`src/rtl/elevator_req_scheduler.sv`:
```
// SCAN-policy request scheduler and motion sequencer for a NUM_FLOORS elevator car.
// Requests land in o_pending one edge after sampling; motion follows one edge later; no backpressure, drive paces travel via i_floor_step.
module elevator_req_scheduler #(
    parameter int NUM_FLOORS  = 5,
    parameter int DOOR_CYCLES = 8,
    parameter int FLOOR_W     = 3
) (
    input  logic                  CLK,
    input  logic                  RST,
    input  logic [NUM_FLOORS-1:0] i_req_ext,
    input  logic [NUM_FLOORS-1:0] i_req_inter,
    input  logic                  i_stop,
    input  logic                  i_floor_step,
    output logic [FLOOR_W-1:0]    o_current_floor,
    output logic [FLOOR_W-1:0]    o_target_floor,
    output logic                  o_up,
    output logic                  o_down,
    output logic                  o_door,
    output logic [NUM_FLOORS-1:0] o_pending
);

    localparam int TW = $clog2(DOOR_CYCLES) + 1;
    localparam logic [FLOOR_W-1:0] TOP   = FLOOR_W'(NUM_FLOORS - 1);
    localparam logic [TW-1:0]      DWELL = TW'(DOOR_CYCLES - 1);

    typedef enum logic [2:0] {IDLE, MOVE_UP, MOVE_DOWN, DOOR, HALT} state_t;

    state_t                  state, state_nxt;
    logic [FLOOR_W-1:0]      cur, cur_nxt;
    logic [NUM_FLOORS-1:0]   pending, pending_nxt;
    logic [TW-1:0]           timer, timer_nxt;
    logic                    last_dir, last_dir_nxt;

    logic [NUM_FLOORS-1:0]   req, cur_oh;
    logic [FLOOR_W-1:0]      nxt_floor;
    logic                    above, below;
    logic [FLOOR_W-1:0]      up_tgt, dn_tgt;

    // Nearest pending floor each way; loop order makes the last hit the closest one.
    always_comb begin
        above  = 1'b0;
        below  = 1'b0;
        up_tgt = '0;
        dn_tgt = '0;
        for (int i = NUM_FLOORS - 1; i >= 0; i--) begin
            if (pending[i] && (FLOOR_W'(i) > cur)) begin
                above  = 1'b1;
                up_tgt = FLOOR_W'(i + 1);
            end
        end
        for (int i = 0; i < NUM_FLOORS; i++) begin
            if (pending[i] && (FLOOR_W'(i) < cur)) begin
                below  = 1'b1;
                dn_tgt = FLOOR_W'(i + 1);
            end
        end
    end

    always_comb begin
        req          = i_req_ext | i_req_inter;
        cur_oh       = NUM_FLOORS'(1) << cur;
        state_nxt    = state;
        cur_nxt      = cur;
        pending_nxt  = pending | req;
        timer_nxt    = timer;
        last_dir_nxt = last_dir;
        nxt_floor    = cur;

        if (i_stop) begin
            state_nxt = HALT;
        end else begin
            case (state)
                IDLE: begin
                    // A call for the floor the car is parked at just opens the door.
                    pending_nxt = (pending | req) & ~cur_oh;
                    if (((pending | req) & cur_oh) != '0) begin
                        state_nxt = DOOR;
                        timer_nxt = DWELL;
                    end else if (above) begin
                        state_nxt = MOVE_UP;
                    end else if (below) begin
                        state_nxt = MOVE_DOWN;
                    end
                end
                MOVE_UP: begin
                    if (i_floor_step && (cur != TOP)) begin
                        nxt_floor = cur + FLOOR_W'(1);
                        cur_nxt   = nxt_floor;
                        if (pending[nxt_floor]) begin
                            state_nxt    = DOOR;
                            pending_nxt  = (pending | req) & ~(NUM_FLOORS'(1) << nxt_floor);
                            timer_nxt    = DWELL;
                            last_dir_nxt = 1'b1;
                        end
                    end
                end
                MOVE_DOWN: begin
                    if (i_floor_step && (cur != '0)) begin
                        nxt_floor = cur - FLOOR_W'(1);
                        cur_nxt   = nxt_floor;
                        if (pending[nxt_floor]) begin
                            state_nxt    = DOOR;
                            pending_nxt  = (pending | req) & ~(NUM_FLOORS'(1) << nxt_floor);
                            timer_nxt    = DWELL;
                            last_dir_nxt = 1'b0;
                        end
                    end
                end
                DOOR: begin
                    pending_nxt = (pending | req) & ~cur_oh;
                    if (((pending | req) & cur_oh) != '0) begin
                        timer_nxt = DWELL;
                    end else if (timer == '0) begin
                        if (last_dir && above) begin
                            state_nxt = MOVE_UP;
                        end else if (below) begin
                            state_nxt = MOVE_DOWN;
                        end else if (above) begin
                            state_nxt = MOVE_UP;
                        end else begin
                            state_nxt = IDLE;
                        end
                    end else begin
                        timer_nxt = timer - 1'b1;
                    end
                end
                HALT:    state_nxt = IDLE;
                default: state_nxt = IDLE;
            endcase
        end
    end

    always_ff @(posedge CLK or posedge RST) begin
        if (RST) begin
            state    <= IDLE;
            cur      <= '0;
            pending  <= '0;
            timer    <= '0;
            last_dir <= 1'b1;
        end else begin
            state    <= state_nxt;
            cur      <= cur_nxt;
            pending  <= pending_nxt;
            timer    <= timer_nxt;
            last_dir <= last_dir_nxt;
        end
    end

    assign o_up            = (state == MOVE_UP);
    assign o_down          = (state == MOVE_DOWN);
    assign o_door          = (state == DOOR) || (state == IDLE);
    assign o_pending       = pending;
    assign o_current_floor = cur + FLOOR_W'(1);
    assign o_target_floor  = (state == MOVE_UP)   ? up_tgt :
                             (state == MOVE_DOWN) ? dn_tgt : '0;

endmodule

```
`config.mk`:
```
export PLATFORM = sky130hd
export DESIGN_NAME = elevator_req_scheduler
export DESIGN_NICKNAME = d
export VERILOG_FILES = /design/src/rtl/elevator_req_scheduler.sv
export SDC_FILE = /design/constraint.sdc
export NUM_CORES = 1
export LEC_CHECK = 0
export BUFFER_PORTS_ARGS = -buffer_cell sky130_fd_sc_hd__buf_2
export CAP_MARGIN = 10
export CORE_AREA = 2 2 42 82
export DETAILED_ROUTE_END_ITERATION = 10
export DIE_AREA = 0 0 44 84
export GPL_ROUTABILITY_DRIVEN = 0
export GPL_TIMING_DRIVEN = 0
export PLACE_DENSITY_LB_ADDON = 0.08
export SETUP_SLACK_MARGIN = 0.2
export SLEW_MARGIN = 30
export SYNTH_ARGS = -nofsm -noshare
export SYNTH_HDL_FRONTEND = slang
export SYNTH_SLANG_ARGS = --single-unit
```
`constraint.sdc`:
```
create_clock -name CLK -period 3.8 [get_ports CLK]
set_input_delay 0 -clock CLK [delete_from_list [all_inputs] [get_ports CLK]]
set_output_delay 0 -clock CLK [all_outputs]
set_load 0.005 [all_outputs]
```
==> run metrics, run 1 <==
FF+latch count, synth 16; post-synth top area share 0.2299; Core Footprint 3120 um^2; CTS tree yes; Top FF cell, synth dfrtp_1; die span in x between 40 and 50 um; Synth area leaders dfrtp_1 (23%), a21oi_1 (6.4%), ha_1 (6.1%), nand2_1 (4.4%), nor2_1 (3.7%); cell area power density 790.1 nW/um^2; maxcap violations 0; CTS resizes 0; RSZ-0062 raised after global routing no; clk buf depth 2; Synth Area in Simple Gates 0.2682; Reg clk slew, reported paths ~0.07 ns; Die H between 80 and 90 um; I/O pins 28; hold path cells 3; nets@finish ~260; Post-Syn Area ~1600 um^2; finished layout cell area about 1900 um^2; register area share after synthesis 0.2460; Reg2Reg Depth 10; dpl cells ~260; ys async rst share 1.000; clk sinks 16; Routed WL per cell between 15 and 20 um; adder-cell share of the synthesized area 0.06130; hold_ws about 0.0076 ns; CTS HTree Levels 1; Worst R2R End timer[3]; clock buffer count from CTS 3; Synth Area in Compound Gates 0.2950; # diodes 0; HPWL after DPL 4016 um; fin crit share 0.8846; slew margin rel. 0.5379; clk_skew between 0.002 and 0.003 ns; crit-path most repeated cell and3_4; Synth Net Count between 200 and 250; CP Cell Sequence clkbuf_1 -> inv_1 -> ha_1 -> buf_6 -> mux4_2 -> and4_4 -> a311o_1 -> and3_4 -> and3_4 -> a22o_1; CP max stage cell mux4_2; mux cell area share after synthesis 0.03218; XOR/XNOR Fraction of Synth Area 0.02682; CP Class reg -> reg; clk_lat worst skew approximately 0.26 ns; final WL 5008 um; largest family of logic cells by synthesized area compound AO/OA/AOI/OAI gates; status finished clean; Hold Startpoint i_req_ext[0]; type of the most critical hold path in -> reg; global-route wire length before repair around 8300 um; number of synthesized flops with an enable pin 0; RR Startpoint cur[0]; vias after detailed routing between 1500 and 2000; Max Clk Rate 0.2975 GHz; std cell rows 29; most common cell after layout, fill and taps aside buf_2; Synth area leader dfrtp_1; r2r setup slk 0.44 ns; initial antenna violation count 0; worst slew pin tran roughly 0.68 ns; worst path arrival time approximately 3.5 ns; pin count of the biggest net entering global routing 17; Netlist cell types around 60; Area after DPL about 1800 um^2; Fillers between 300 and 400; Area Overhead vs Synth 14.64%; leakage roughly 0.80 nW; worst-path fanout max 10; DRT antenna net count 0; required time of the critical path approximately 4.0 ns; hold path endpoint o_pending[0]; commonest cells after routing, fill and taps aside buf_2 (28), a21oi_1 (21), nand2_1 (19), nor2_1 (16), dfrtp_1 (15); DRC viols 0; syn avg cell area approximately 8 um^2; DIE AREA 3696 um^2; I/O Buffers 27; Finished Layout Cells 269; ratio of cells with drive above 1 in the final layout 0.2227; Syn. warnings 0; critical path endpoint category flop; largest stage delay on the critical path ~0.50 ns; GR Overflow Total 0; Pre-antenna DRT Iters 4; crit path launch type flop; Setup TNS 0 ns; Total Routing Usage GR 0.2935; final hold viol count 0; vias in the first global route about 1800; initial DRC count 60; Final Setup Violations 0; Post-Synthesis Cells about 210; Vias/cell 6.580; Starting Density 0.5233; Max VDD drop about 0.52 mV; max-slew violations 0; Root Driver clkbuf_8; Final min period between 3 and 4 ns
## per-layer routing
metal / wire [um] / track usage / up-vias
met2: 2775 / 0.5267 / 68
met5: 0 / 0 / -
li1: - / - / 824
met1: 1798 / 0.3005 / 855
met3: 189 / 0.03680 / 23
met4: 244 / 0.1736 / 0
## what timing repair did
item                                   CTS  global route
setup buffers                            0             0
hold buffers                             1             0
endpoints found under the hold margin   15             0
## worst max-delay path by stage
stage           start       end  cells past startpoint
2_1_floorplan  cur[0]  timer[3]                     10
3_3_place_gp   cur[0]  timer[3]                     10
3_5_place_dp   cur[0]  timer[3]                     10
4_1_cts        cur[0]  timer[3]                     10
5_1_grt        cur[0]  timer[3]                     10
6_report       cur[0]  timer[3]                     10
## area by class of cell
class | count | area [um^2] | share of cell area
clock buffers | 4 | 55.05 | 0.02941
inverters | 11 | 41.29 | 0.02206
well taps | 31 | 38.79 | 0.02072
flip-flops and latches | 16 | 401.6 | 0.2146
multi-input cells | 167 | 1116 | 0.5963
plain buffers | 12 | 73.82 | 0.03944
repair buffers | 28 | 145.1 | 0.07754
## state kept, by name (all words and copies together) (netlist names)
register	count
cur	3
last_dir	1
o_pending	5
state	3
timer	4
## logic make-up (layout without fill, tap and decap cells)
family | Yosys count | after routing
buffers and inverters | 23 | 55
flip-flops | 16 | 16
AO/OA/AOI/OAI | 69 | 69
AND/OR/NAND/NOR | 81 | 81
adder cells (fa/ha/maj) | 8 | 8
XOR/XNOR | 5 | 5
multiplexers | 4 | 4
## synthesized netlist by cell type, types with 3 or more instances
library cell	n
buf_6	3
or2_2	4
nor3b_1	3
clkbuf_1	6
o22ai_1	3
nor3_1	7
dfrtp_1	15
nand2_1	19
and2_1	3
xnor2_1	5
nor4_1	4
o21ai_0	11
nand2b_1	9
ha_1	8
o211ai_1	3
nor2b_1	3
nand3_1	4
a21oi_1	21
mux2i_1	3
inv_1	9
nor2_1	16
## power by group
| part | total [mW] | switching, mW | internal, mW |
|---|---|---|---|
| registers | 0.279 | 0.0636 | 0.216 |
| clock network | 0.155 | 0.0632 | 0.0922 |
| logic | 1.04 | 0.615 | 0.430 |
## metrics by stage
| stage | total power, mW | worst slack [ns] | util |
|---|---|---|---|
| 2_1_floorplan | 1.036 | 0.7988 | - |
| 3_3_place_gp | 1.268 | 0.5538 | 0.5790 |
| 3_5_place_dp | 1.309 | 0.5144 | 0.5790 |
| 4_1_cts | 1.469 | 0.4853 | 0.5998 |
| 5_1_grt | 1.599 | 0.2708 | 0.5998 |
| 6_report | 1.479 | 0.4385 | 0.5998 |
## worst max-delay path, delay by kind of cell (launching register included)
kind,cells,cell delay [ns]
simple gates,3,0.59
compound gates,2,0.59
buf+inv,3,0.71
mux,1,0.50
fa+ha+maj,1,0.35
flops,1,0.49
No activity file was read; power rests on OpenSTA's default activity.
==> run 2, diff against run 1 <==
--- a/config.mk
+++ b/config.mk
@@ -13,6 +13,7 @@
 export GPL_ROUTABILITY_DRIVEN = 0
 export GPL_TIMING_DRIVEN = 0
 export PLACE_DENSITY_LB_ADDON = 0.08
+export RECOVER_POWER = 100
 export SETUP_SLACK_MARGIN = 0.2
 export SLEW_MARGIN = 30
 export SYNTH_ARGS = -nofsm -noshare
==> run 2 against run 1 <==
  * Sequential share of layout area rose by 0.54 points
  * Clock skew hardly changed
  * Clock power about the same
  * Register-to-register slack worse by 0.07 ns
  * Sequential power hardly changed
  * Worst setup slack worse by 0.071 ns
  * Utilization down 1.5 points
  * Cell area is 2.5% lower
  * Wire length fell by 1.2%
  * Total power fell by 2.4%
  * Cell count did not move
  * Critical path depth is the same
==> run metrics, run 2 (synthesis results as in run 1) <==
Area Overhead vs Synth 11.80% (was 14.64%); worst path arrival time 3.58 ns (was 3.51 ns); RSZ-0062 raised after global routing no (unchanged); Max Clk Rate 0.2914 GHz (was 0.2975 GHz); worst slew pin tran 0.6868 ns (was 0.6845 ns); maxcap violations 0 (unchanged); final hold viol count 0 (unchanged); clk buf depth 2 (unchanged); Reg2Reg Depth 10 (unchanged); cell area power density 790.4 nW/um^2 (was 790.1 nW/um^2); type of the most critical hold path in -> reg (unchanged); Reg clk slew, reported paths 0.07 ns (about the same); clk_skew 0.002602 ns (was 0.002564 ns); CTS tree yes (unchanged); ratio of cells with drive above 1 in the final layout 0.1681 (was 0.2227); GR Overflow Total 0 (unchanged); hold path endpoint o_pending[0] (unchanged); largest stage delay on the critical path 0.50 ns (about the same); initial DRC count 53 (was 60); required time of the critical path 3.95 ns (about the same); # diodes 0 (unchanged); Worst R2R End timer[3] (unchanged); CP max stage cell dfrtp_1 (was mux4_2); Starting Density 0.5233 (unchanged); DRC viols 0 (unchanged); final WL 4946 um (was 5008 um); clk_lat worst skew 0.25 ns (was 0.26 ns); CTS resizes 0 (unchanged); critical path endpoint category flop (unchanged); Final min period 3.432 ns (was 3.361 ns); hold path cells 3 (unchanged); CP Class reg -> reg (unchanged); Largest register FFs 5 (unchanged); I/O Buffers 27 (unchanged); global-route wire length before repair 8280 um (unchanged); std cell rows 29 (unchanged); number of stages on the worst setup path 10 (unchanged); most common cell after layout, fill and taps aside a21oi_1 (was buf_2); worst-path fanout max 10 (unchanged); r2r setup slk 0.37 ns (was 0.44 ns); initial antenna violation count 0 (unchanged); Routed WL per cell 18.39 um (was 18.62 um); I/O pins 28 (unchanged); Max VDD drop 0.5036 mV (was 0.5150 mV); Area after DPL 1807 um^2 (unchanged); Vias/cell 6.610 (was 6.580); total design power 1.443 mW (was 1.479 mW); nets@finish 261 (unchanged); clock buffer count from CTS 3 (unchanged); Total Routing Usage GR 0.2935 (unchanged); RR Startpoint cur[0] (unchanged); pin count of the biggest net entering global routing 17 (unchanged); setup bufs post-CTS 0 (unchanged); die span in x 44 um (unchanged); vias in the first global route 1771 (unchanged); Die H 84 um (unchanged); Setup TNS 0 ns (unchanged); Core Footprint 3120 um^2 (unchanged); commonest cells after routing, fill and taps aside a21oi_1 (21), buf_2 (20), nand2_1 (19), nor2_1 (16), dfrtp_1 (15) (was buf_2 (28), a21oi_1 (21), nand2_1 (19), nor2_1 (16), dfrtp_1 (15)); max-slew violations 0 (unchanged); Hold Startpoint i_req_ext[0] (unchanged); HPWL after DPL 4016 um (unchanged); status finished clean (unchanged); CTS HTree Levels 1 (unchanged); Root Driver clkbuf_8 (unchanged); finished layout cell area 1826 um^2 (was 1872 um^2); clk sinks 16 (unchanged); critical path's top delay family buffers and inverters (unchanged); Worst Path Buf+Inv 3 (unchanged); CP Cell Sequence clkbuf_1 -> inv_1 -> ha_1 -> buf_6 -> mux4_2 -> and4_1 -> a311o_1 -> and3_1 -> and3_4 -> a22o_1 (was clkbuf_1 -> inv_1 -> ha_1 -> buf_6 -> mux4_2 -> and4_4 -> a311o_1 -> and3_4 -> and3_4 -> a22o_1); crit path launch type flop (unchanged); DIE AREA 3696 um^2 (unchanged); fin crit share 0.9032 (was 0.8846); Final Setup Violations 0 (unchanged); dpl cells 264 (unchanged); DRT antenna net count 0 (unchanged); Pre-antenna DRT Iters 4 (unchanged); leakage 0.7703 nW (was 0.8003 nW); Finished Layout Cells 269 (unchanged); final core occ 0.5850 (was 0.5998); slew margin rel. 0.5363 (was 0.5379); vias after detailed routing 1778 (was 1770)
## run 2: repair_timing
action | 4_1_cts | 5_1_grt
endpoints found under the hold margin | 15 | 0
setup endpoints to repair | 0 | 0
hold buffers | 1 | 0
## run 2: through the flow
stage / setup WS (ns) / hold slack, ns
5_1_grt: 0.1733 / 0.01182
3_3_place_gp: 0.5538 / 0.09176
3_5_place_dp: 0.5144 / 0.1111
6_report: 0.3680 / 0.009823
2_1_floorplan: 0.7988 / -0.08698
4_1_cts: 0.4853 / 0.009506
## run 2: cell type report
| type | instances | area (um^2) |
|---|---|---|
| Inverter | 11 | 41.29 |
| Buffer | 12 | 65.06 |
| Tap cell | 31 | 38.79 |
| Fill cell | 315 | 1295 |
| Multi-Input combinational cell | 167 | 1086 |
| Clock buffer | 4 | 55.05 |
| Sequential cell | 16 | 401.6 |
| Timing Repair Buffer | 28 | 137.6 |
## run 2: worst max-delay path by stage
stage           start  endpoint  slack, ns
4_1_cts        cur[0]  timer[3]       0.49
3_3_place_gp   cur[0]  timer[3]       0.55
2_1_floorplan  cur[0]  timer[3]       0.80
5_1_grt        cur[0]  timer[3]       0.17
6_report       cur[0]  timer[3]       0.37
3_5_place_dp   cur[0]  timer[3]       0.51
## run 2: worst reg2reg max path, stage by stage, from the launching register on
cell	delay [ns]
dfrtp_1	0.50
clkbuf_1	0.37
inv_1	0.21
ha_1	0.35
buf_6	0.13
mux4_2	0.49
and4_1	0.25
a311o_1	0.39
and3_1	0.24
and3_4	0.19
a22o_1	0.20
## run 2: power by group
part,internal [mW],switching (mW),total (mW)
Sequential,0.216,0.0638,0.280
Clock,0.0921,0.0627,0.155
Combinational,0.409,0.599,1.01
Total,0.717,0.726,1.44
## run 2: layer usage
layer | GRT usage | share of wire | vias up
li1 | - | - | 826
met1 | 0.3005 | 0.35 | 850
met2 | 0.5267 | 0.55 | 75
met3 | 0.03680 | 0.040 | 27
met4 | 0.1736 | 0.058 | 0
met5 | 0 | 0 | -
